===== src/rtl/conv_feeder.sv =====
// Conv feeder: splits one beat stream into kernel/bias loads and packed pixel words.
// Kernels are staged in shadow registers and presented atomically with a buff_en pulse.
module conv_feeder_lane #(
  parameter int DATA_WIDTH = 16
) (
  input  logic                  clk,
  input  logic                  rstn,
  input  logic                  wr,
  input  logic                  clr,
  input  logic [DATA_WIDTH-1:0] d,
  output logic [DATA_WIDTH-1:0] q
);
  always_ff @(posedge clk or negedge rstn) begin
    if (!rstn)    q <= '0;
    else if (clr) q <= '0;
    else if (wr)  q <= d;
  end
endmodule

module conv_feeder #(
  parameter int DATA_WIDTH  = 16,
  parameter int TOTAL_UNITS = 8
) (
  input  logic                            clk,
  input  logic                            rstn,
  input  logic [DATA_WIDTH-1:0]           s_data,
  input  logic                            s_valid,
  output logic                            s_ready,
  input  logic                            s_user,
  input  logic                            s_last,
  output logic [DATA_WIDTH*TOTAL_UNITS-1:0] x_in,
  output logic                            dv_in,
  input  logic                            m_ready,
  output logic [DATA_WIDTH-1:0]           K1,
  output logic [DATA_WIDTH-1:0]           K2,
  output logic [DATA_WIDTH-1:0]           K3,
  output logic [DATA_WIDTH-1:0]           K4,
  output logic [DATA_WIDTH-1:0]           K5,
  output logic [DATA_WIDTH-1:0]           K6,
  output logic [DATA_WIDTH-1:0]           K7,
  output logic [DATA_WIDTH-1:0]           K8,
  output logic [DATA_WIDTH-1:0]           K9,
  output logic [DATA_WIDTH*3-1:0]         bias,
  output logic                            buff_en,
  output logic                            err
);
  localparam int LW = (TOTAL_UNITS > 1) ? $clog2(TOTAL_UNITS) : 1;

  typedef enum logic [1:0] {IDLE, LOAD_K, PIX} state_t;

  state_t                                 state;
  logic                                   run;
  logic [3:0]                             kcnt;
  logic [LW-1:0]                          lcnt;
  logic [8:0][DATA_WIDTH-1:0]             ksh, kreg;
  logic [2:0][DATA_WIDTH-1:0]             bsh, breg;
  logic [TOTAL_UNITS-1:0][DATA_WIDTH-1:0] pack, word;
  logic [TOTAL_UNITS-1:0]                 lane_wr;
  logic                                   acc, pix_acc, pix_done;

  // run keeps s_ready low while reset is held, even though dv_in is 0 then
  assign s_ready  = run && !(dv_in && !m_ready);
  assign acc      = s_valid && s_ready;
  assign pix_acc  = acc && !s_user && (state != LOAD_K);
  assign pix_done = pix_acc && (s_last || (lcnt == LW'(TOTAL_UNITS-1)));

  genvar i;
  generate
    for (i = 0; i < TOTAL_UNITS; i++) begin : g_lane
      assign lane_wr[i] = pix_acc && (lcnt == LW'(i));
      // completing beat bypasses the lane register straight into the output word
      assign word[i]    = lane_wr[i] ? s_data : pack[i];
      conv_feeder_lane #(.DATA_WIDTH(DATA_WIDTH)) u_lane (
        .clk (clk),
        .rstn(rstn),
        .wr  (lane_wr[i]),
        .clr (pix_done),
        .d   (s_data),
        .q   (pack[i])
      );
    end
  endgenerate

  always_ff @(posedge clk or negedge rstn) begin
    if (!rstn) begin
      state   <= IDLE;
      run     <= 1'b0;
      kcnt    <= '0;
      lcnt    <= '0;
      ksh     <= '0;
      bsh     <= '0;
      kreg    <= '0;
      breg    <= '0;
      x_in    <= '0;
      dv_in   <= 1'b0;
      buff_en <= 1'b0;
      err     <= 1'b0;
    end else begin
      run     <= 1'b1;
      buff_en <= 1'b0;
      if (pix_done) begin
        x_in  <= word;
        dv_in <= 1'b1;
      end else if (dv_in && m_ready) begin
        dv_in <= 1'b0;
      end
      if (pix_acc) lcnt <= pix_done ? '0 : lcnt + 1'b1;
      case (state)
        IDLE: if (acc) begin
          if (s_user) begin
            ksh[0] <= s_data;
            kcnt   <= 4'd1;
            state  <= LOAD_K;
          end else begin
            state  <= s_last ? IDLE : PIX;
          end
        end
        LOAD_K: if (acc) begin
          if (!s_user || s_last) begin
            err   <= 1'b1;
            kcnt  <= '0;
            state <= IDLE;
          end else begin
            if (kcnt < 4'd9) ksh[kcnt] <= s_data;
            else             bsh[kcnt[1:0] - 2'd1] <= s_data;
            kcnt <= kcnt + 4'd1;
            if (kcnt == 4'd11) begin
              kreg    <= ksh;
              breg    <= {s_data, bsh[1], bsh[0]};
              buff_en <= 1'b1;
              kcnt    <= '0;
              state   <= IDLE;
            end
          end
        end
        PIX: if (acc) begin
          if (s_user)      err   <= 1'b1;
          else if (s_last) state <= IDLE;
        end
        default: state <= IDLE;
      endcase
    end
  end

  assign K1   = kreg[0];
  assign K2   = kreg[1];
  assign K3   = kreg[2];
  assign K4   = kreg[3];
  assign K5   = kreg[4];
  assign K6   = kreg[5];
  assign K7   = kreg[6];
  assign K8   = kreg[7];
  assign K9   = kreg[8];
  assign bias = breg;
endmodule


===== config.mk =====
export PLATFORM = sky130hd
export DESIGN_NAME = conv_feeder
export DESIGN_NICKNAME = d
export VERILOG_FILES = /design/src/rtl/conv_feeder.sv
export SDC_FILE = /design/constraint.sdc
export NUM_CORES = 1
export LEC_CHECK = 0
export ABC_CLOCK_PERIOD_IN_PS = 2750
export CELL_PAD_IN_SITES_DETAIL_PLACEMENT = 2
export CELL_PAD_IN_SITES_GLOBAL_PLACEMENT = 2
export CORE_AREA = 2 2 295 297
export CTS_CLUSTER_DIAMETER = 60
export DETAILED_ROUTE_END_ITERATION = 12
export DIE_AREA = 0 0 297 299
export PLACE_DENSITY_LB_ADDON = 0.1
export SYNTH_ARGS = -nofsm -noshare
export SYNTH_HDL_FRONTEND = slang
export SYNTH_SLANG_ARGS = --single-unit

===== constraint.sdc =====
create_clock -name clk -period 2.75 [get_ports clk]
set_input_delay 0.4125 -clock clk [delete_from_list [all_inputs] [get_ports clk]]
set_output_delay 0.4125 -clock clk [all_outputs]
set_load 0.01 [all_outputs]

; ---- Word-level counts from Yosys, hierarchy flattened
; Cells that the tools add are included.
[word_totals]
ff_bits = 653
in_bits = 22
output_inout_bits = 324
[op_classes]
addsub = 3
n_lt_le_gt_ge = 5
eq_ne = 22
muxes = 56
bitwise = 2
reduce_logical = 34
[op_table]
columns = op, n
row1 = $mux 16, 23
row2 = $bwmux 144, 1
row3 = $demux 16 s4, 1
row4 = $bwmux 48, 1
row5 = $demux 16 s2, 1
row6 = $pmux 16 s2, 1
row7 = $mux 4, 5
row8 = $ne 2x2->1 const B, 10
row9 = $mux 2, 9
row10 = $logic_and 1x1->1, 17
row11 = $reduce_and 4->1, 4
row12 = $eq 3x3->1 const B, 4
row13 = $reduce_and 6->1, 2
row14 = $mux 1, 10
row15 = $pmux 4 s2, 1
row16 = $eq 3x2->1 const B, 2
row17 = $pmux 2 s3, 1
row18 = $reduce_bool 2->1, 3
row19 = $lt 4x5->1 const B, 1
row20 = $reduce_and 5->1, 1
row21 = $add 4x1->4 const B, 1
row22 = $eq 4x4->1 const B, 1
row23 = $ge 4x1->1 const B, 1
row24 = $lt 4x4->1 const B, 1
row25 = 16 further kinds, 20

; ---- Logic depth before layout (Yosys ltp)
; Gate-level depths: netlist (run 1).
[logic_depth]
word_depth = 10
depth_mapped = 9
mapped_depth_nobuf = 6

; ---- Hierarchy
; A second synthesis (run 1) with hierarchy kept.
[unflattened]
hier_cells = 1898
hier_area_um2 = 25868.6
[by_module_without_submodules]
columns = module, n_inst, cells_per_inst, area_each_um2, seq_area_each_um2
row1 = conv_feeder, 1, 1482, 20583.5, 12737.2
row2 = conv_feeder_lane, 8, 52, 660.6, 400.4

; ---- Worst setup path after synthesis (run 1)
; Ideal clock, no wire load.
[synth_path]
kind = register -> register
startpoint = register lcnt[0]
endpoint = register g_lane[1].u_lane.q[12]
setup_time_ns = 0.066
arrival_time_ns = 2.102
required_ns = 2.684
setup_slack_ns = 0.581
path_stages_with_launch = 10
period_less_slack_ns = 2.169
cell_sequence = dfrtp_1 > ha_1 > ha_1 > clkbuf_1 > nor2_1 > clkbuf_1 > clkbuf_1 > and2_1 > buf_1 > a22o_1
[synth_between]
elab_chain_cells = 4
[synth_rtl]
columns = item, line_no
row1 = from (decl), 54  ; logic [LW-1:0] lcnt;
row2 = from (signal assigned), 107  ; if (pix_acc) lcnt <= pix_done ? '0 : lcnt + 1'b1;
row3 = $eq 3x1->1 / $eq 3x3->1 (equally long branches), "70, 65"
row4 = $logic_and 1x1->1 / $logic_or 1x1->1 (equally long branches), "70, 65"
row5 = $mux 16 / $logic_and 1x1->1 (equally long branches), --
row6 = $mux 16 (*), 15  ; else if (clr) q <= '0;
row7 = to (signal assigned), 14  ; if (!rstn) q <= '0;
row8 = to (signal assigned), 15
row9 = to (signal assigned), 16  ; else if (wr) q <= d;
row10 = to (decl), 11  ; output logic [DATA_WIDTH-1:0] q
; Every way passes the cells marked *; elsewhere a longest branch is shown, timed or not.
; A chain may end at the register's enable or synchronous reset.

; ---- Worst setup path in the final report (run 1)
[layout_path]
startpoint = register dv_in
endpoint = output port s_ready
[layout_between]
elab_chain_cells = 3
[layout_rtl]
columns = item, line_no
row1 = from (decl), 32  ; output logic dv_in,
row2 = from (signal assigned), 95  ; dv_in <= 1'b0;
row3 = from (signal assigned), 103  ; dv_in <= 1'b1;
row4 = from (signal assigned), 105  ; dv_in <= 1'b0;
row5 = $logic_and 1x1->1, 62  ; assign s_ready = run && !(dv_in && !m_ready);
row6 = $logic_not 1->1, 62
row7 = $logic_and 1x1->1, 62
row8 = to (decl), 28  ; output logic s_ready,
; Every way passes these cells.

==> results.py, run 1 <==
metrics = {
    "run_status": {
        "status": "complete, no violations",
    },
    "die": {
        "start_util": 0.2973,
        "coreArea_sq_mm": 0.08594,
        "die_area_sq_mm": 0.08880,
        "ioPinCount": 346,
        "die_y_um": 299,
        "fp.dieW_um": 297,
        "rows": 108,
    },
    "synthesis": {
        "yosys_warnings": 0,
        "yosys.cell_types.count": 42,
        "synth-edff-count": 0,
        "syn_area_per_cell_sq_um": 13.91,
        "ys_top_cells_by_area": "dfrtp_1 (62%), mux2_2 (15%), a21oi_1 (4.8%)",
        "syn-num-nets": 1869,
        "async_reset_ff_frac": 1.000,
        "netlist.area_leader.share": 0.6240,
        "synth_largest_area_cell": "dfrtp_1",
        "yosysSeqAreaShare": 0.6240,
        "syn_area_sq_mm": 0.02555,
        "ys_ff_latch": 637,
        "synth.most_common_cell": "dfrtp_1",
        "yosys_most_used_dff": "dfrtp_1",
        "syn_inst": 1836,
        "synthTopCellsByCount": "dfrtp_1 (637), mux2_2 (340), a21oi_1 (243)",
    },
    "clocking": {
        "post_cts_buffers": 0,
        "h-tree-depth": 3,
        "clkTransAtPathRegs_ps": 60,
        "clock_latency_ps": 610,
        "cts_tree": "built",
        "cts_made_buffers": 79,
        "root_buffer": "clkbuf_16",
        "numClockSinks": 637,
        "clock_path_buffers": 3,
    },
    "job": {
        "max-cap-violations": 0,
    },
    "timing": {
        "fin_skew_ps": 20.10,
        "hold_viol": 0,
        "setup_viol": 0,
        "relSlewSlack": 0.5276,
        "fin_hold_ws_ps": 260.3,
        "tightestPinTransition_ps": 708.7,
        "drv_slew": 0,
        "layout_min_cycle_time_ps": 2382,
        "fmax_mhz": 419.9,
        "finalCritPeriodShare": 0.8660,
        "rsz0062_at_grt": "false",
    },
    "global_routing": {
        "antenna_found_initial": 5,
        "grt_pass1_wl_mm": 134.9,
        "grt-ovfl-total": 0,
        "grt_pass1_vias": 19240,
        "globalRouteTotalUtil": 0.2041,
        "grt_max_degree": 97,
    },
    "layout": {
        "layout-drive-gt1-share": 0.2806,
        "area_delta_synth_final_pct": 31.71,
        "fin_nets": 2255,
        "fillers": 8657,
        "multiInputGateArea_sq_mm": 0.008733,
        "postLayoutCoreUtil": 0.3915,
        "regArea_sq_mm": 0.01594,
    },
    "critical_path": {
        "crit_type": "flop to primary output",
        "worstPathRequired_ps": 2340,
        "crit_chain": "nor2b_2 -> nor2b_1 -> clkdlybuf4s50_1",
        "r2r_cells": 6,
        "cp_top_family": "buffers and inverters",
        "timing.critical_path.buf_inv": 1,
        "worst-path-max-fanout": 8,
        "rrSetupSlack_ps": 420,
        "cp-start-kind": "flop",
        "endpoint_kind": "primary output",
        "critPathArrivalTime_ps": 1970,
        "cp_slowest_cell": "clkdlybuf4s50_1",
        "slowest_delay_ps": 510,
        "worstSetupPathDepth": 3,
    },
    "placed_design": {
        "numPortBuffers": 345,
        "place_hpwl_mm": 59.70,
        "gp_congestion": 0.7700,
    },
    "power": {
        "p_comb_frac": 0.220,
        "fin_total_pwr_mw": 28.41,
        "peakVddDrop_mv": 0.4242,
        "intPower_mw": 20.04,
        "netSwitchingPower_mw": 8.370,
        "switching_share": 0.2946,
        "powerDensity_mw_per_mm2": 844.3,
        "seqPwrFrac": 0.419,
        "p_clk_frac": 0.360,
        "leakage_nw": 15.97,
    },
    "routing": {
        "route.detailed.drc": 0,
        "routed_wl_mm": 89.84,
        "viasPerCell": 4.955,
        "antenna_left": 0,
        "firstDrtPassIters": 4,
        "drt_iter0_drc": 764,
        "avgRoutedWirePerCell_um": 26.13,
        "vias": 17040,
    },
    "min_path": {
        "hold_path_depth": 3,
        "hold_class": "input port to flop",
    },
}
-- stage by stage --
stage | area [sq um] | setup TNS (ps) | std cells | setup WS (ps)
CTS | 33640 | 0 | 3436 | 57.10
finish | 33650 | 0 | 3438 | 368.4
global placement | 31080 | -2.830 | 3295 | -2.004
floorplan | 25550 | 0 | 1836 | 581.4
detailed placement | 31080 | -231.8 | 3295 | -22.35
global route | 33640 | 0 | 3436 | 184.2
-- worst paths after layout --
check | start | endpoint
min reg2reg | ksh[141]$_DFFE_PN0P_ | K9[13]$_DFFE_PN0P_
min in group asynchronous | rstn | x_in[37]$_DFFE_PN0P_
min | s_data[1] | g_lane[3].u_lane.q[1]$_DFF_PN0_
max reg2reg | lcnt[0]$_DFFE_PN0P_ | x_in[6]$_DFFE_PN0P_
max in group asynchronous | rstn | K2[11]$_DFFE_PN0P_
max | dv_in$_DFFE_PN0P_ | s_ready
-- cell type report --
cell class	count	area share
Antenna cell	2	0.0001487
Sequential cell	637	0.4737
Timing Repair Buffer	477	0.1472
Multi-Input combinational cell	1020	0.2595
Clock buffer	107	0.06518
Tap cell	1155	0.04295
Inverter	7	0.0007809
Clock inverter	33	0.01049
-- kinds of logic after synthesis --
logic type / after synthesis / synth area share
and+or+nand+nor: 131 / 0.03071
buffers and inverters: 179 / 0.03517
DFF: 637 / 0.6240
adders and majority gates: 11 / 0.005387
other: 1 / 0.0001468
AOI/OAI and AO/OA: 397 / 0.09854
muxes: 480 / 0.2061
-- power groups by stage --
| stage | combinational (mW) | clock, mW | sequential [mW] |
|---|---|---|---|
| global placement | 6.18 | 0 | 12.0 |
| floorplan | 2.60 | 0 | 12.1 |
| detailed placement | 6.34 | 0 | 12.1 |
| CTS | 6.38 | 10.6 | 11.9 |
| finish | 6.26 | 10.2 | 11.9 |
| global route | 6.83 | 11.0 | 12.1 |
-- layer usage --
layer / vias to the layer above / global-route usage / wire, um
met4: 4 / 0.05676 / 2091
met2: 392 / 0.3358 / 43290
met5: - / 0 / 23
met1: 9155 / 0.2655 / 38950
li1: 7372 / - / -
met3: 114 / 0.05394 / 5483
-- worst register-to-register path: cells and delay by family, from the launching register on --
kind,cells,cell delay [ps]
and+or+nand+nor,1,550
DFF,1,380
AOI/OAI and AO/OA,2,380
buffers and inverters,1,310
adders and majority gates,2,630
-- state kept, by name, summed over array words and instances (netlist names), 2 cells and up --
signal           flops
K1                  16
K2                  16
K3                  16
K4                  16
K5                  16
K6                  16
K7                  16
K8                  16
K9                  16
bias                48
bsh                 32
g_lane.u_lane.q    128
kcnt                 4
ksh                144
lcnt                 3
state                2
x_in               128
-- what timing repair did --
item | CTS | global route
endpoints found under the setup margin | 0 | 1
hold buffers | 1 | 0
endpoints found under the hold margin | 43 | 0
resized for setup | 0 | 1
-- cell usage in the layout, fill, tap and decap left out, drive strengths merged, types with 3 or more instances in the layout --
| cell | count |
|---|---|
| nand2b | 6 |
| buf | 147 |
| clkinv | 18 |
| nor4 | 3 |
| bufinv | 5 |
| mux2 | 368 |
| inv | 13 |
| mux2i | 112 |
| a22o | 96 |
| nor2b | 22 |
| nand2 | 23 |
| clkdlybuf4s50 | 329 |
| nand4 | 3 |
| a21oi | 243 |
| o21ai | 24 |
| ha | 11 |
| a32oi | 4 |
| or2 | 3 |
| nand3 | 31 |
| and3 | 3 |
| o221a | 12 |
| clkbuf | 107 |
| dfrtp | 637 |
| nor2 | 11 |
| o32a | 12 |
| clkinvlp | 4 |
| and2 | 17 |
No activity file was read; power rests on OpenSTA's default activity.
==> run 2, diff against run 1 <==
ABC_AREA = 1   (was default)
CORE_AREA = 2 2 294 296   (was 2 2 295 297)
DIE_AREA = 0 0 296 298   (was 0 0 297 299)
==> results.py, run 2 <==
metrics = {
    "critical_path": {
        "crit_chain": "ha_1 -> ha_1 -> nor2_1 -> nor3_4 -> inv_4 -> buf_4 -> nand2_1 -> nand2_1",
        "cp_top_family": "buffers and inverters",
        "reg2reg_from": "lcnt[0]$_DFFE_PN0P_",
        "worst-path-max-fanout": 36,
        "r2r_cells": 8,
        "endpoint_kind": "flop",
        "critPathArrivalTime_ps": 2870,
        "cp_slowest_cell": "dfrtp_1",
        "crit_type": "flop to flop",
        "slowest_delay_ps": 410,
        "r2r_end": "x_in[65]$_DFFE_PN0P_",
        "worstPathRequired_ps": 3300,
        "timing.critical_path.buf_inv": 2,
        "rrSetupSlack_ps": 420,
        "cp-start-kind": "flop",
    },
    "clocking": {
        "root_buffer": "clkbuf_16",
        "clkTransAtPathRegs_ps": 60,
        "cts-resized-gates": 0,
        "clock_latency_ps": 620,
        "h-tree-depth": 3,
        "clock_path_buffers": 3,
        "cts_tree": "built",
        "post_cts_buffers": 0,
        "cts_made_buffers": 80,
        "numClockSinks": 637,
        "postCtsHoldBufs": 1,
    },
    "timing": {
        "hold_viol": 0,
        "setup_slack_ps": 424.4,
        "fmax_mhz": 430.0,
        "setup_viol": 0,
        "setup_tns_ps": 0,
        "relSlewSlack": 0.3790,
        "layout_min_cycle_time_ps": 2326,
        "tightestPinTransition_ps": 925.7,
        "finalCritPeriodShare": 0.8457,
        "fin_hold_ws_ps": 336.7,
        "drv_slew": 0,
        "rsz0062_at_grt": "false",
        "fin_skew_ps": 22.21,
    },
    "layout": {
        "largest_reg_flops": 144,
        "layout.cells.non_filler": 4477,
        "postLayoutCoreUtil": 0.3945,
        "multiInputGateArea_sq_mm": 0.007981,
        "area_delta_synth_final_pct": 31.83,
        "fin_nets": 3296,
        "final_cell_area_sq_mm": 0.03348,
        "top_regs": "ksh x144, g_lane.u_lane.q x128, x_in x128",
        "final_cell_mix": "nand2_1 (1260), dfrtp_1 (637), clkdlybuf4s50_1 (344)",
        "layout-drive-gt1-share": 0.08018,
        "mostFrequentLayoutCell": "nand2_1",
        "regArea_sq_mm": 0.01594,
        "largest-register": "ksh",
        "fillers": 9296,
    },
    "synthesis": {
        "synthTopCellsByCount": "nand2_1 (1261), dfrtp_1 (637), nand3_1 (264)",
        "yosys.area_share.adder": 0.005419,
        "yosysSeqAreaShare": 0.6276,
        "synth-edff-count": 0,
        "synth-simple-area-share": 0.2671,
        "synth.most_common_cell": "nand2_1",
        "syn_area_per_cell_sq_um": 8.743,
        "async_reset_ff_frac": 1.000,
        "ys_ff_latch": 637,
        "synth_compound_area_frac": 0.04103,
        "syn-num-nets": 2938,
        "synth_top_family_by_area": "simple AND/OR/NAND/NOR gates",
        "synth_largest_area_cell": "dfrtp_1",
        "syn_area_sq_mm": 0.02540,
        "ys_top_cells_by_area": "dfrtp_1 (63%), nand2_1 (19%), nand3_1 (5.2%)",
        "yosys_warnings": 0,
        "synth_xor_area_frac": 0,
        "yosys.cell_types.count": 27,
        "yosys_most_used_dff": "dfrtp_1",
        "muxShareOfSynthArea": 0,
        "netlist.area_leader.share": 0.6276,
        "syn_inst": 2905,
    },
    "placed_design": {
        "gp_congestion": 0.7479,
        "place_hpwl_mm": 61.40,
        "numPortBuffers": 345,
        "postPlaceCellArea_sq_mm": 0.03078,
        "preCtsSetupSlack_ps": 109.9,
        "placed_cells": 4324,
    },
    "die": {
        "die_y_um": 298,
        "rows": 107,
        "coreArea_sq_mm": 0.08488,
        "die_area_sq_mm": 0.08821,
        "start_util": 0.2992,
        "fp.dieW_um": 296,
        "ioPinCount": 346,
    },
    "min_path": {
        "hold_class": "input port to async pin",
    },
    "power": {
        "fin_total_pwr_mw": 29.74,
        "powerDensity_mw_per_mm2": 888.0,
        "leakage_nw": 17.01,
        "peakVddDrop_mv": 0.4016,
    },
    "global_routing": {
        "grt_pass1_wl_mm": 146.8,
        "busiest_layer": "met2",
        "antenna_found_initial": 3,
        "grt_pass1_vias": 23990,
        "grt-ovfl-total": 0,
        "met3_usage": 0.02917,
        "globalRouteTotalUtil": 0.2168,
        "grt.met1_usage": 0.2834,
        "grt_max_degree": 97,
        "use_met2": 0.3768,
    },
    "routing": {
        "drt_iter0_drc": 849,
        "firstDrtPassIters": 5,
        "route.detailed.drc": 0,
        "routed_wl_mm": 93.98,
        "antenna_left": 0,
        "avgRoutedWirePerCell_um": 20.99,
        "viasPerCell": 4.717,
        "vias": 21120,
    },
    "job": {
        "max-cap-violations": 0,
    },
    "run_status": {
        "status": "complete, no violations",
    },
}
run 2: changes by cell type after synthesis, sizes merged, moves of 138 or more:
cell / change
a21oi: -240
nand3: +242
o21ai: +176
nor2: +138
inv: +162
nand2: +1243
mux2: -368
run 2: worst max path at each step:
stage	start	endpoint	slack, ps	cells past startpoint
floorplan	lcnt[0]$_DFFE_PN0P_	g_lane[0].u_lane.q[0]$_DFF_PN0_	920	8
global placement	m_ready	x_in[66]$_DFFE_PN0P_	200	11
detailed placement	m_ready	x_in[52]$_DFFE_PN0P_	110	10
CTS	lcnt[0]$_DFFE_PN0P_	x_in[65]$_DFFE_PN0P_	380	8
global route	lcnt[0]$_DFFE_PN0P_	x_in[127]$_DFFE_PN0P_	230	8
finish	lcnt[0]$_DFFE_PN0P_	x_in[65]$_DFFE_PN0P_	420	8
run 2: kinds of logic (layout without fill, tap and decap cells):
| family | count (synthesis) | in the layout |
|---|---|---|
| AOI/OAI and AO/OA | 207 | 207 |
| other | 1 | 4 |
| buffers and inverters | 356 | 781 |
| adders and majority gates | 11 | 11 |
| DFF | 637 | 637 |
| and+or+nand+nor | 1693 | 1693 |
run 2: per-layer routing:
| metal | vias up | share of wire | wire [um] |
|---|---|---|---|
| li1 | 9725 | - | - |
| met1 | 10920 | 0.44 | 41230 |
| met2 | 367 | 0.50 | 47290 |
| met3 | 105 | 0.038 | 3605 |
| met4 | 0 | 0.020 | 1846 |
| met5 | - | 0 | 0 |
run 2: power by group:
part | total [mW] | internal [mW] | switching [mW]
Clock | 10.7 | 6.45 | 4.25
Combinational | 6.53 | 2.82 | 3.71
Sequential | 12.5 | 11.3 | 1.19
Total | 29.7 | 20.6 | 9.15
run 2: layout make-up:
class | instances | share of cell area
flip-flops and latches | 637 | 0.4760
multi-input cells | 1912 | 0.2384
repair buffers | 460 | 0.1430
clock buffers | 123 | 0.06976
well taps | 1144 | 0.04275
inverters | 172 | 0.01943
clock inverters | 26 | 0.01046
diodes | 3 | 0.0002242
==> run 3, diff against run 2 <==
ABC_CLOCK_PERIOD_IN_PS = 1900   (was 2750)
clock period = 1.9 ns   (was 2.75 ns; I/O delays follow)
==> results.py, run 3 (same netlist as run 2, synthesis figures left out) <==
metrics = {
    "critical_path": {
        "rrSetupSlack_ps": 80,
        "timing.critical_path.buf_inv": 1,
        "crit_chain": "clkdlybuf4s50_1",
        "worst-path-max-fanout": 2,
        "r2r_end": "x_in[107]$_DFFE_PN0P_",
        "crit_type": "flop to primary output",
        "cp_top_family": "buffers and inverters",
        "endpoint_kind": "primary output",
        "critPathArrivalTime_ps": 1580,
        "r2r_cells": 8,
        "slowest_delay_ps": 560,
        "cp_slowest_cell": "clkdlybuf4s50_1",
        "reg2reg_from": "lcnt[1]$_DFFE_PN0P_",
        "worstPathRequired_ps": 1620,
        "cp-start-kind": "flop",
    },
    "job": {
        "max-cap-violations": 0,
    },
    "layout": {
        "top_regs": "ksh x144, g_lane.u_lane.q x128, x_in x128",
        "layout-drive-gt1-share": 0.1026,
        "area_delta_synth_final_pct": 35.81,
        "largest-register": "ksh",
        "final_cell_mix": "nand2_1 (1258), dfrtp_1 (630), nand3_1 (261)",
        "largest_reg_flops": 144,
        "fillers": 9304,
        "fin_nets": 3353,
        "final_cell_area_sq_mm": 0.03449,
        "mostFrequentLayoutCell": "nand2_1",
    },
    "power": {
        "fin_total_pwr_mw": 42.97,
        "powerDensity_mw_per_mm2": 1246,
        "leakage_nw": 18.36,
        "peakVddDrop_mv": 0.6125,
    },
    "clocking": {
        "clock_path_buffers": 3,
        "h-tree-depth": 3,
        "clock_latency_ps": 610,
        "root_buffer": "clkbuf_16",
        "cts_tree": "built",
        "cts_made_buffers": 79,
        "numClockSinks": 637,
        "clkTransAtPathRegs_ps": 50,
    },
    "global_routing": {
        "grt_pass1_vias": 23890,
        "globalRouteTotalUtil": 0.2219,
        "grt-ovfl-total": 0,
        "antenna_found_initial": 6,
        "grt_pass1_wl_mm": 149.3,
        "grt_max_degree": 66,
    },
    "die": {
        "die_area_sq_mm": 0.08821,
        "rows": 107,
        "die_y_um": 298,
        "coreArea_sq_mm": 0.08488,
        "fp.dieW_um": 296,
        "start_util": 0.2992,
        "ioPinCount": 346,
    },
    "routing": {
        "viasPerCell": 4.704,
        "vias": 21260,
        "firstDrtPassIters": 5,
        "avgRoutedWirePerCell_um": 21.25,
        "routed_wl_mm": 96.04,
        "drt_iter0_drc": 983,
        "route.detailed.drc": 0,
        "antenna_left": 0,
    },
    "timing": {
        "rsz0062_at_grt": "true",
        "finalCritPeriodShare": 0.9796,
        "relSlewSlack": 0.6445,
        "hold_viol": 0,
        "setup_viol": 0,
        "drv_slew": 0,
        "fin_skew_ps": 14.54,
        "fmax_mhz": 537.3,
        "layout_min_cycle_time_ps": 1861,
        "tightestPinTransition_ps": 533.3,
    },
    "min_path": {
        "hold_class": "input port to async pin",
    },
    "placed_design": {
        "place_hpwl_mm": 61.78,
        "postPlaceCellArea_sq_mm": 0.03154,
        "gp_congestion": 0.7572,
        "numPortBuffers": 345,
    },
    "run_status": {
        "status": "complete, no violations",
    },
}
-- run 3: changes by cell type in the layout (fill, tap and decap cells not counted), sizes merged --
cell | before | now
clkinv | 29 | 21
diode | 3 | 2
bufbuf | 0 | 1
clkbuf | 123 | 110
buf | 115 | 171
clkdlybuf4s50 | 344 | 222
bufinv | 6 | 7
inv | 162 | 166
dlygate4sd2 | 0 | 95
dlymetal6s2s | 0 | 26
clkinvlp | 1 | 4
-- run 3: repair_timing --
item / CTS / global route
gates cloned: 3 / 2
pin swaps: 3 / 3
hold buffers: 1 / 0
gates resized for setup: 117 / 53
setup buffers: 8 / 5
endpoints found under the setup margin: 222 / 250
endpoints found under the hold margin: 242 / 0
-- run 3: how the worst max path moves through the flow --
| stage | startpoint | end | slack [ps] | cells after the start |
|---|---|---|---|---|
| floorplan | lcnt[0]$_DFFE_PN0P_ | g_lane[0].u_lane.q[0]$_DFF_PN0_ | 70 | 8 |
| finish | K6[7]$_DFFE_PN0P_ | K6[7] | 40 | 1 |
| global route | lcnt[1]$_DFFE_PN0P_ | x_in[77]$_DFFE_PN0P_ | -8 | 9 |
| detailed placement | m_ready | x_in[7]$_DFFE_PN0P_ | -370 | 11 |
| global placement | m_ready | x_in[112]$_DFFE_PN0P_ | -340 | 11 |
| CTS | dv_in$_DFFE_PN0P_ | x_in[24]$_DFFE_PN0P_ | 0.4 | 9 |
-- run 3: stage by stage --
stage          utilization  std cells  setup TNS (ps)  hold slack (ps)  setup slack [ps]
2_1_floorplan            -       2905               0           -10.59             68.72
6_report            0.4064       4519               0            142.9             38.76
4_1_cts             0.4032       4510               0            116.1            0.4057
3_3_place_gp        0.3716       4364         -149540            186.3            -336.7
3_5_place_dp        0.3716       4364         -160730            187.3            -365.6
5_1_grt             0.4063       4517          -7.808            140.4            -7.666
-- run 3: per-layer routing --
| layer | track usage | wire length, um |
|---|---|---|
| met5 | 0 | 0 |
| met4 | 0.05459 | 1930 |
| met1 | 0.2919 | 42350 |
| met2 | 0.3811 | 47810 |
| met3 | 0.03446 | 3946 |
-- run 3: cell type report --
class	instances	area [sq um]	area share
multi-input cells	1912	8068	0.2339
clock buffers	108	2248	0.06518
inverters	172	666.9	0.01933
clock inverters	26	341.6	0.009902
repair buffers	518	5784	0.1677
diodes	2	5.005	0.0001451
well taps	1144	1431	0.04150
flip-flops and latches	637	15950	0.4624
-- run 3: where the power goes --
group	internal, mW	switching [mW]
Clock	9.21	6.00
Combinational	4.15	5.54
Sequential	16.4	1.67
Total	29.8	13.2
